`src/rtl/control_subcmd_readarea.sv`:
```
// ---------------------------------------------------------------------------
// control_subcmd_readarea
//
// Framebuffer area reader. Walks a rectangle (x1, y1, width, height) in the
// same order the fill path writes it (rows top-down from y1+H-1, columns
// right-to-left from x1+W-1, bytes BYTES_PER_PIXEL-1 down to 0), issues one
// RAM read per byte and streams each byte out on a valid/ready interface.
// Uses the enable / done / ack handshake shared by the control subcommands.
//
// Build option:
//   READAREA_PREFETCH_EN  when defined, a 2-entry output FIFO lets reads
//                         overlap with output transfers (1 byte/cycle with
//                         ready held high). Undefined: single output buffer,
//                         one byte every 3 cycles.
//
// Ports:
//   clk, reset            clock; synchronous active-high reset
//   enable, ack           level start/hold request; acknowledge of done
//   x1, y1                left column / bottom row of the area
//   width, height         area size; 0 encodes the full panel dimension
//   row, column, pixel    RAM read address
//   ram_read_enable       read strobe, address valid this cycle
//   ram_access_start      pulse on the first read of a command
//   ram_data_in           read data, valid one cycle after the strobe
//   data_out, data_out_valid, data_out_ready   byte stream out
//   done                  all bytes of the area accepted downstream
// ---------------------------------------------------------------------------
package params_pkg;
    localparam int PIXEL_HEIGHT    = 8;
    localparam int BYTES_PER_PIXEL = 3;
endpackage

module control_subcmd_readarea #(
    parameter  int PIXEL_WIDTH     = 64,
    parameter  int PIXEL_HEIGHT    = params_pkg::PIXEL_HEIGHT,
    parameter  int BYTES_PER_PIXEL = params_pkg::BYTES_PER_PIXEL,
    localparam int COL_W           = $clog2(PIXEL_WIDTH),
    localparam int ROW_W           = $clog2(PIXEL_HEIGHT),
    localparam int PIX_W           = $clog2(BYTES_PER_PIXEL)
) (
    input  logic             clk,
    input  logic             reset,
    input  logic             enable,
    input  logic             ack,
    input  logic [COL_W-1:0] x1,
    input  logic [ROW_W-1:0] y1,
    input  logic [COL_W-1:0] width,
    input  logic [ROW_W-1:0] height,
    output logic [ROW_W-1:0] row,
    output logic [COL_W-1:0] column,
    output logic [PIX_W-1:0] pixel,
    output logic             ram_read_enable,
    output logic             ram_access_start,
    input  logic [7:0]       ram_data_in,
    output logic [7:0]       data_out,
    output logic             data_out_valid,
    input  logic             data_out_ready,
    output logic             done
);

    localparam logic [COL_W-1:0] COL_FULL_M1 = COL_W'(PIXEL_WIDTH - 1);
    localparam logic [ROW_W-1:0] ROW_FULL_M1 = ROW_W'(PIXEL_HEIGHT - 1);
    localparam logic [PIX_W-1:0] PIX_LAST    = PIX_W'(BYTES_PER_PIXEL - 1);

    logic [COL_W-1:0] w_m1;
    logic [ROW_W-1:0] h_m1;
    logic [COL_W-1:0] w_m1_q, col_start_q, col_q, col_left_q;
    logic [ROW_W-1:0] row_q, row_left_q;
    logic [PIX_W-1:0] pix_q;
    logic             start, adv, rd_en, last_addr;
    logic             arm_q, arm_d, first_q;

    // Sizes are kept as count-1 so a zero size (full panel) needs no extra bit.
    assign w_m1 = (width  == '0) ? COL_FULL_M1 : width  - COL_W'(1);
    assign h_m1 = (height == '0) ? ROW_FULL_M1 : height - ROW_W'(1);

    assign last_addr = (pix_q == '0) && (col_left_q == '0) && (row_left_q == '0);

    // Address walker: loaded on command start, stepped by adv. Address sums
    // wrap modulo the field width on purpose (no clipping).
    always_ff @(posedge clk) begin
        if (reset) begin
            w_m1_q      <= '0;
            col_start_q <= '0;
            col_q       <= '0;
            col_left_q  <= '0;
            row_q       <= '0;
            row_left_q  <= '0;
            pix_q       <= '0;
        end else if (start) begin
            w_m1_q      <= w_m1;
            col_start_q <= x1 + w_m1;
            col_q       <= x1 + w_m1;
            col_left_q  <= w_m1;
            row_q       <= y1 + h_m1;
            row_left_q  <= h_m1;
            pix_q       <= PIX_LAST;
        end else if (adv) begin
            if (pix_q != '0) begin
                pix_q <= pix_q - PIX_W'(1);
            end else begin
                pix_q <= PIX_LAST;
                if (col_left_q != '0) begin
                    col_q      <= col_q - COL_W'(1);
                    col_left_q <= col_left_q - COL_W'(1);
                end else begin
                    col_q      <= col_start_q;
                    col_left_q <= w_m1_q;
                    row_q      <= row_q - ROW_W'(1);
                    row_left_q <= row_left_q - ROW_W'(1);
                end
            end
        end
    end

    // first_q marks that the next read is the first one of the command.
    always_ff @(posedge clk) begin
        if (reset) begin
            first_q <= 1'b0;
        end else if (start) begin
            first_q <= 1'b1;
        end else if (rd_en) begin
            first_q <= 1'b0;
        end
    end

    assign row              = row_q;
    assign column           = col_q;
    assign pixel            = pix_q;
    assign ram_read_enable  = rd_en;
    assign ram_access_start = rd_en && first_q;

`ifdef READAREA_PREFETCH_EN

    typedef enum logic [1:0] {
        S_IDLE = 2'd0,
        S_RUN  = 2'd1,
        S_DONE = 2'd2
    } state_t;

    state_t     state_q, state_d;
    logic [7:0] fifo_q [2];
    logic       wr_ptr_q, rd_ptr_q;
    logic       inflight_q, issued_all_q;
    logic [1:0] cnt_q, occ;
    logic       pop, flush;

    assign pop = (cnt_q != 2'd0) && data_out_ready;
    // Outstanding bytes after this cycle's pop; a read may only be issued
    // when it is guaranteed a FIFO slot on return.
    assign occ = 2'(inflight_q) + cnt_q - 2'(pop);

    always_comb begin
        state_d = state_q;
        arm_d   = arm_q;
        start   = 1'b0;
        adv     = 1'b0;
        rd_en   = 1'b0;
        flush   = 1'b0;
        case (state_q)
            S_IDLE: begin
                if (!enable) begin
                    arm_d = 1'b1;
                end else if (arm_q) begin
                    start   = 1'b1;
                    arm_d   = 1'b0;
                    state_d = S_RUN;
                end
            end
            S_RUN: begin
                if (!enable) begin
                    flush   = 1'b1;
                    state_d = S_IDLE;
                end else begin
                    if (!issued_all_q && (cnt_q != 2'd2) && (occ < 2'd2)) begin
                        rd_en = 1'b1;
                        adv   = !last_addr;
                    end
                    if (issued_all_q && !inflight_q && (cnt_q == 2'd1) && pop) begin
                        state_d = S_DONE;
                    end
                end
            end
            S_DONE: begin
                if (ack) begin
                    state_d = S_IDLE;
                end
            end
            default: state_d = S_IDLE;
        endcase
    end

    always_ff @(posedge clk) begin
        if (reset) begin
            state_q      <= S_IDLE;
            arm_q        <= 1'b0;
            cnt_q        <= 2'd0;
            wr_ptr_q     <= 1'b0;
            rd_ptr_q     <= 1'b0;
            inflight_q   <= 1'b0;
            issued_all_q <= 1'b0;
        end else begin
            state_q <= state_d;
            arm_q   <= arm_d;
            if (flush || start) begin
                cnt_q        <= 2'd0;
                wr_ptr_q     <= 1'b0;
                rd_ptr_q     <= 1'b0;
                inflight_q   <= 1'b0;
                issued_all_q <= 1'b0;
            end else begin
                inflight_q <= rd_en;
                if (rd_en && last_addr) begin
                    issued_all_q <= 1'b1;
                end
                if (inflight_q) begin
                    wr_ptr_q <= ~wr_ptr_q;
                end
                if (pop) begin
                    rd_ptr_q <= ~rd_ptr_q;
                end
                cnt_q <= cnt_q + 2'(inflight_q) - 2'(pop);
            end
        end
    end

    // FIFO storage: contents are qualified by cnt_q, so no reset needed.
    always_ff @(posedge clk) begin
        if (inflight_q && !flush) begin
            fifo_q[wr_ptr_q] <= ram_data_in;
        end
    end

    assign data_out_valid = (cnt_q != 2'd0);
    assign data_out       = data_out_valid ? fifo_q[rd_ptr_q] : 8'd0;
    assign done           = (state_q == S_DONE);

`else

    typedef enum logic [2:0] {
        S_IDLE    = 3'd0,
        S_ISSUE   = 3'd1,
        S_CAPTURE = 3'd2,
        S_PRESENT = 3'd3,
        S_DONE    = 3'd4
    } state_t;

    state_t     state_q, state_d;
    logic       load_data, xfer;
    logic       valid_q;
    logic [7:0] data_q;

    always_comb begin
        state_d   = state_q;
        arm_d     = arm_q;
        start     = 1'b0;
        adv       = 1'b0;
        rd_en     = 1'b0;
        load_data = 1'b0;
        xfer      = valid_q && data_out_ready;
        case (state_q)
            S_IDLE: begin
                if (!enable) begin
                    arm_d = 1'b1;
                end else if (arm_q) begin
                    start   = 1'b1;
                    arm_d   = 1'b0;
                    state_d = S_ISSUE;
                end
            end
            S_ISSUE: begin
                if (!enable) begin
                    state_d = S_IDLE;
                end else begin
                    rd_en   = 1'b1;
                    state_d = S_CAPTURE;
                end
            end
            S_CAPTURE: begin
                if (!enable) begin
                    state_d = S_IDLE;
                end else begin
                    load_data = 1'b1;
                    state_d   = S_PRESENT;
                end
            end
            S_PRESENT: begin
                if (!enable) begin
                    state_d = S_IDLE;
                end else if (xfer) begin
                    if (last_addr) begin
                        state_d = S_DONE;
                    end else begin
                        adv     = 1'b1;
                        state_d = S_ISSUE;
                    end
                end
            end
            S_DONE: begin
                if (ack) begin
                    state_d = S_IDLE;
                end
            end
            default: state_d = S_IDLE;
        endcase
    end

    // The output buffer is valid exactly while the FSM sits in PRESENT, so
    // a transfer or an abort both drop valid on the next edge.
    always_ff @(posedge clk) begin
        if (reset) begin
            state_q <= S_IDLE;
            arm_q   <= 1'b0;
            valid_q <= 1'b0;
            data_q  <= 8'd0;
        end else begin
            state_q <= state_d;
            arm_q   <= arm_d;
            valid_q <= (state_d == S_PRESENT);
            if (load_data) begin
                data_q <= ram_data_in;
            end
        end
    end

    assign data_out_valid = valid_q;
    assign data_out       = data_q;
    assign done           = (state_q == S_DONE);

`endif

endmodule

```
`config.mk`:
```
export PLATFORM = sky130hd
export DESIGN_NAME = control_subcmd_readarea
export DESIGN_NICKNAME = d
export VERILOG_FILES = /design/src/rtl/control_subcmd_readarea.sv
export SDC_FILE = /design/constraint.sdc
export NUM_CORES = 1
export LEC_CHECK = 0
export ABC_AREA = 1
export CAP_MARGIN = 40
export CORE_MARGIN = 1
export CORE_UTILIZATION = 47
export DETAILED_ROUTE_END_ITERATION = 10
export PLACE_DENSITY = 0.76
export SYNTH_ARGS = -nofsm -noshare
export SYNTH_HDL_FRONTEND = slang
export SYNTH_SLANG_ARGS = --single-unit
```
`constraint.sdc`:
```
create_clock -name clk -period 2.4 [get_ports clk]
set_input_delay 0.48 -clock clk [delete_from_list [all_inputs] [get_ports clk]]
set_output_delay 0.48 -clock clk [all_outputs]
set_load 0.02 [all_outputs]
```
==> impl_metrics.yaml <==
global_route:
  first_global_vias: 2622
  grt_antenna_before_repair: 0
  grt-ovfl-total: 0
  gr-usage-all-layers_pct: 23.3
  grt_max_degree: 27
  grt_pass1_wl_um: 11600
synthesis:
  yosys-top-cells-count: "88 x nand2_1, 51 x nor2_1, 46 x dfxtp_1, 46 x inv_1, 43 x o21ai_0"
  syn-cell-area_sq_um: 2770
  async_flop_share_pct: 0
  yosys_warnings: 0
  synth_top_cell_by_area: "dfxtp_1"
  yosysSeqAreaShare_pct: 33.3
  synth_area_leaders: "dfxtp_1 33%, nand2_1 12%, o21ai_0 7.8%"
  yosys_register_bits: 46
  ys_types: 33
  syn_area_per_cell_sq_um: 6.88
  yosysMostFrequentCell: "nand2_1"
  synth-edff-count: 0
  syn-num-nets: 451
  ys.flop_type: "dfxtp_1"
  synth_cells: 402
  synth_top_area_share_pct: 33.3
timing:
  fin_crit_sh_pct: 96.9
  hold_violations: 0
  max_freq_ghz: 0.430
  clock_skew_ns: 0.00971
  worst_pin_slew_ns: 0.328
  maxSlewHeadroom_pct: 78.1
  setup_viol: 0
  maxSlewViolCount: 0
  rsz0062_at_grt: "false"
  min_period_ns: 2.33
  tns_ns: 0
worst_setup_path:
  r2r_slack_ns: 0.52
  path_class: "input port to flip-flop"
  slowest_stage: "fa_2"
  max_stage_delay_ns: 0.51
  cp-start-kind: "input port"
  arrival_ns: 2.56
  crit_chain: "clkdlybuf4s50_1 > inv_1 > ha_2 > ha_1 > or2_4 > ha_4 > fa_2 > nand2_1 > o21ai_1 > nand2_1 > a21oi_1"
  cpMostUsedCell: "nand2_1"
  end_kind: "flip-flop"
  cp.required_ns: 2.63
  crit_fanout: 2
floorplan:
  io_pins: 54
  rows: 27
  fp.dieW_um: 78.7
  core_region_area_sq_um: 5570
  die_area_sq_um: 6200
  die-height_um: 78.7
  start_util_pct: 49.6
finish:
  area_growth_syn_to_layout_pct: 35.2
  drive_gt1_share_pct: 15.7
  fill_cells: 501
  num_antenna_cells: 0
  instances_no_fill: 555
  num-nets-final: 531
  utilization_pct: 67.1
clock_tree:
  cts_tree: "yes"
  clockBufferDepth: 2
  cts_sinks: 46
  clock_latency_ns: 0.30
  cts_hold_buf: 0
  h-tree-depth: 2
  path_clk_slew_ns: 0.10
  clockRootBuffer: "clkbuf_8"
  cts_made_buffers: 5
routing:
  ant_nets: 0
  viasPerCell: 5.11
  wl_per_cell_um: 12.3
  routed_wl_um: 6800
  drc: 0
  drt_iter0_drc: 126
  drtPass1Iterations: 4
  vias: 2837
job:
  maxCapViolations: 0
outcome:
  outcome: "finished, final reports clean"
power:
  p_leak_nw: 1.63
  p_per_area_nw_per_um2: 493
  power_mw: 1.85
  ir_worst_vdd_v: 0.000247
place:
  place_inst: 546
  dp_hpwl_um: 5080
  numPortBuffers: 53
  globalplace.congestion: 0.814
worst_hold_path:
  holdCritPathClass: "flip-flop to flip-flop"
power breakdown:
group | internal (mW) | switching, mW
sequential | 0.796 | 0.0256
clock | 0.205 | 0.280
combinational | 0.249 | 0.289
total | 1.25 | 0.595
critical path: cells and delay by family:
kind | cells | cell delay, ns
buffers and inverters | 2 | 0.50
and+or+nand+nor | 3 | 0.35
AOI/OAI and AO/OA | 2 | 0.20
adders and majority gates | 4 | 1.01
per-stage QoR:
stage	setup slack [ns]	area [sq um]	hold WS, ns
2_1_floorplan	0.150	2770	0.423
3_3_place_gp	-0.353	3560	0.436
3_5_place_dp	-0.425	3560	0.451
4_1_cts	0.00488	3660	0.471
5_1_grt	0.00806	3740	0.480
6_report	0.0735	3740	0.472
worst paths after layout:
check,from,cells past startpoint,to
min,w_m1_q[1],2,w_m1_q[1]
min reg2reg,w_m1_q[1],2,w_m1_q[1]
max,height[0],11,row[1]
max reg2reg,col_left_q[0],12,column[1]
final cells by class:
type / instances / area, sq um / share of cell area (%)
Multi-Input combinational cell: 295 / 1670 / 44.7
Sequential cell: 46 / 921 / 24.6
Timing Repair Buffer: 84 / 779 / 20.8
Inverter: 50 / 188 / 5.02
Tap cell: 72 / 90.1 / 2.41
Clock buffer: 5 / 68.8 / 1.84
Clock inverter: 3 / 21.3 / 0.569
sequential cells by signal, summed over array words and instances, names as in the netlist:
register and flops:
pixel 2, first_q 1, col_left_q 6, row_left_q 3
col_start_q 6, column 6, row 3, state_q 3
data_out_valid 1, arm_q 1, w_m1_q 6, data_out 8
kinds of logic after synthesis:
kind of cell	after synthesis	share of synthesized area, %
flip-flops	46	33.3
XOR/XNOR	8	2.53
AND/OR/NAND/NOR	185	29.6
buffers and inverters	61	9.09
AO/OA/AOI/OAI	84	16.8
adder cells (fa/ha/maj)	18	8.68
timing repair:
action | 4_1_cts | 5_1_grt
buffers inserted | 0 | 1
endpoints found under the setup margin | 5 | 10
resized for setup | 8 | 15
pin swaps | 0 | 3
layout by cell type (no fill, tap or decap), types with 11 or more instances in the layout:
cell              n
o21ai_0          37
ha_1             11
inv_1            45
a21oi_1          23
dfxtp_1          46
nor2_1           51
nand2_1          88
clkdlybuf4s50_1  50
buf_4            30
nand3_1          22
routing by layer:
layer / global-route usage, % / vias to the layer above / routed length (um)
met5: 0 / - / 0
met2: 41.9 / 73 / 3400
li1: - / 1462 / -
met4: 5.74 / 0 / 78
met3: 4.25 / 10 / 303
met1: 28.6 / 1292 / 3020
Note: power is estimated with default switching activity, not from simulation.
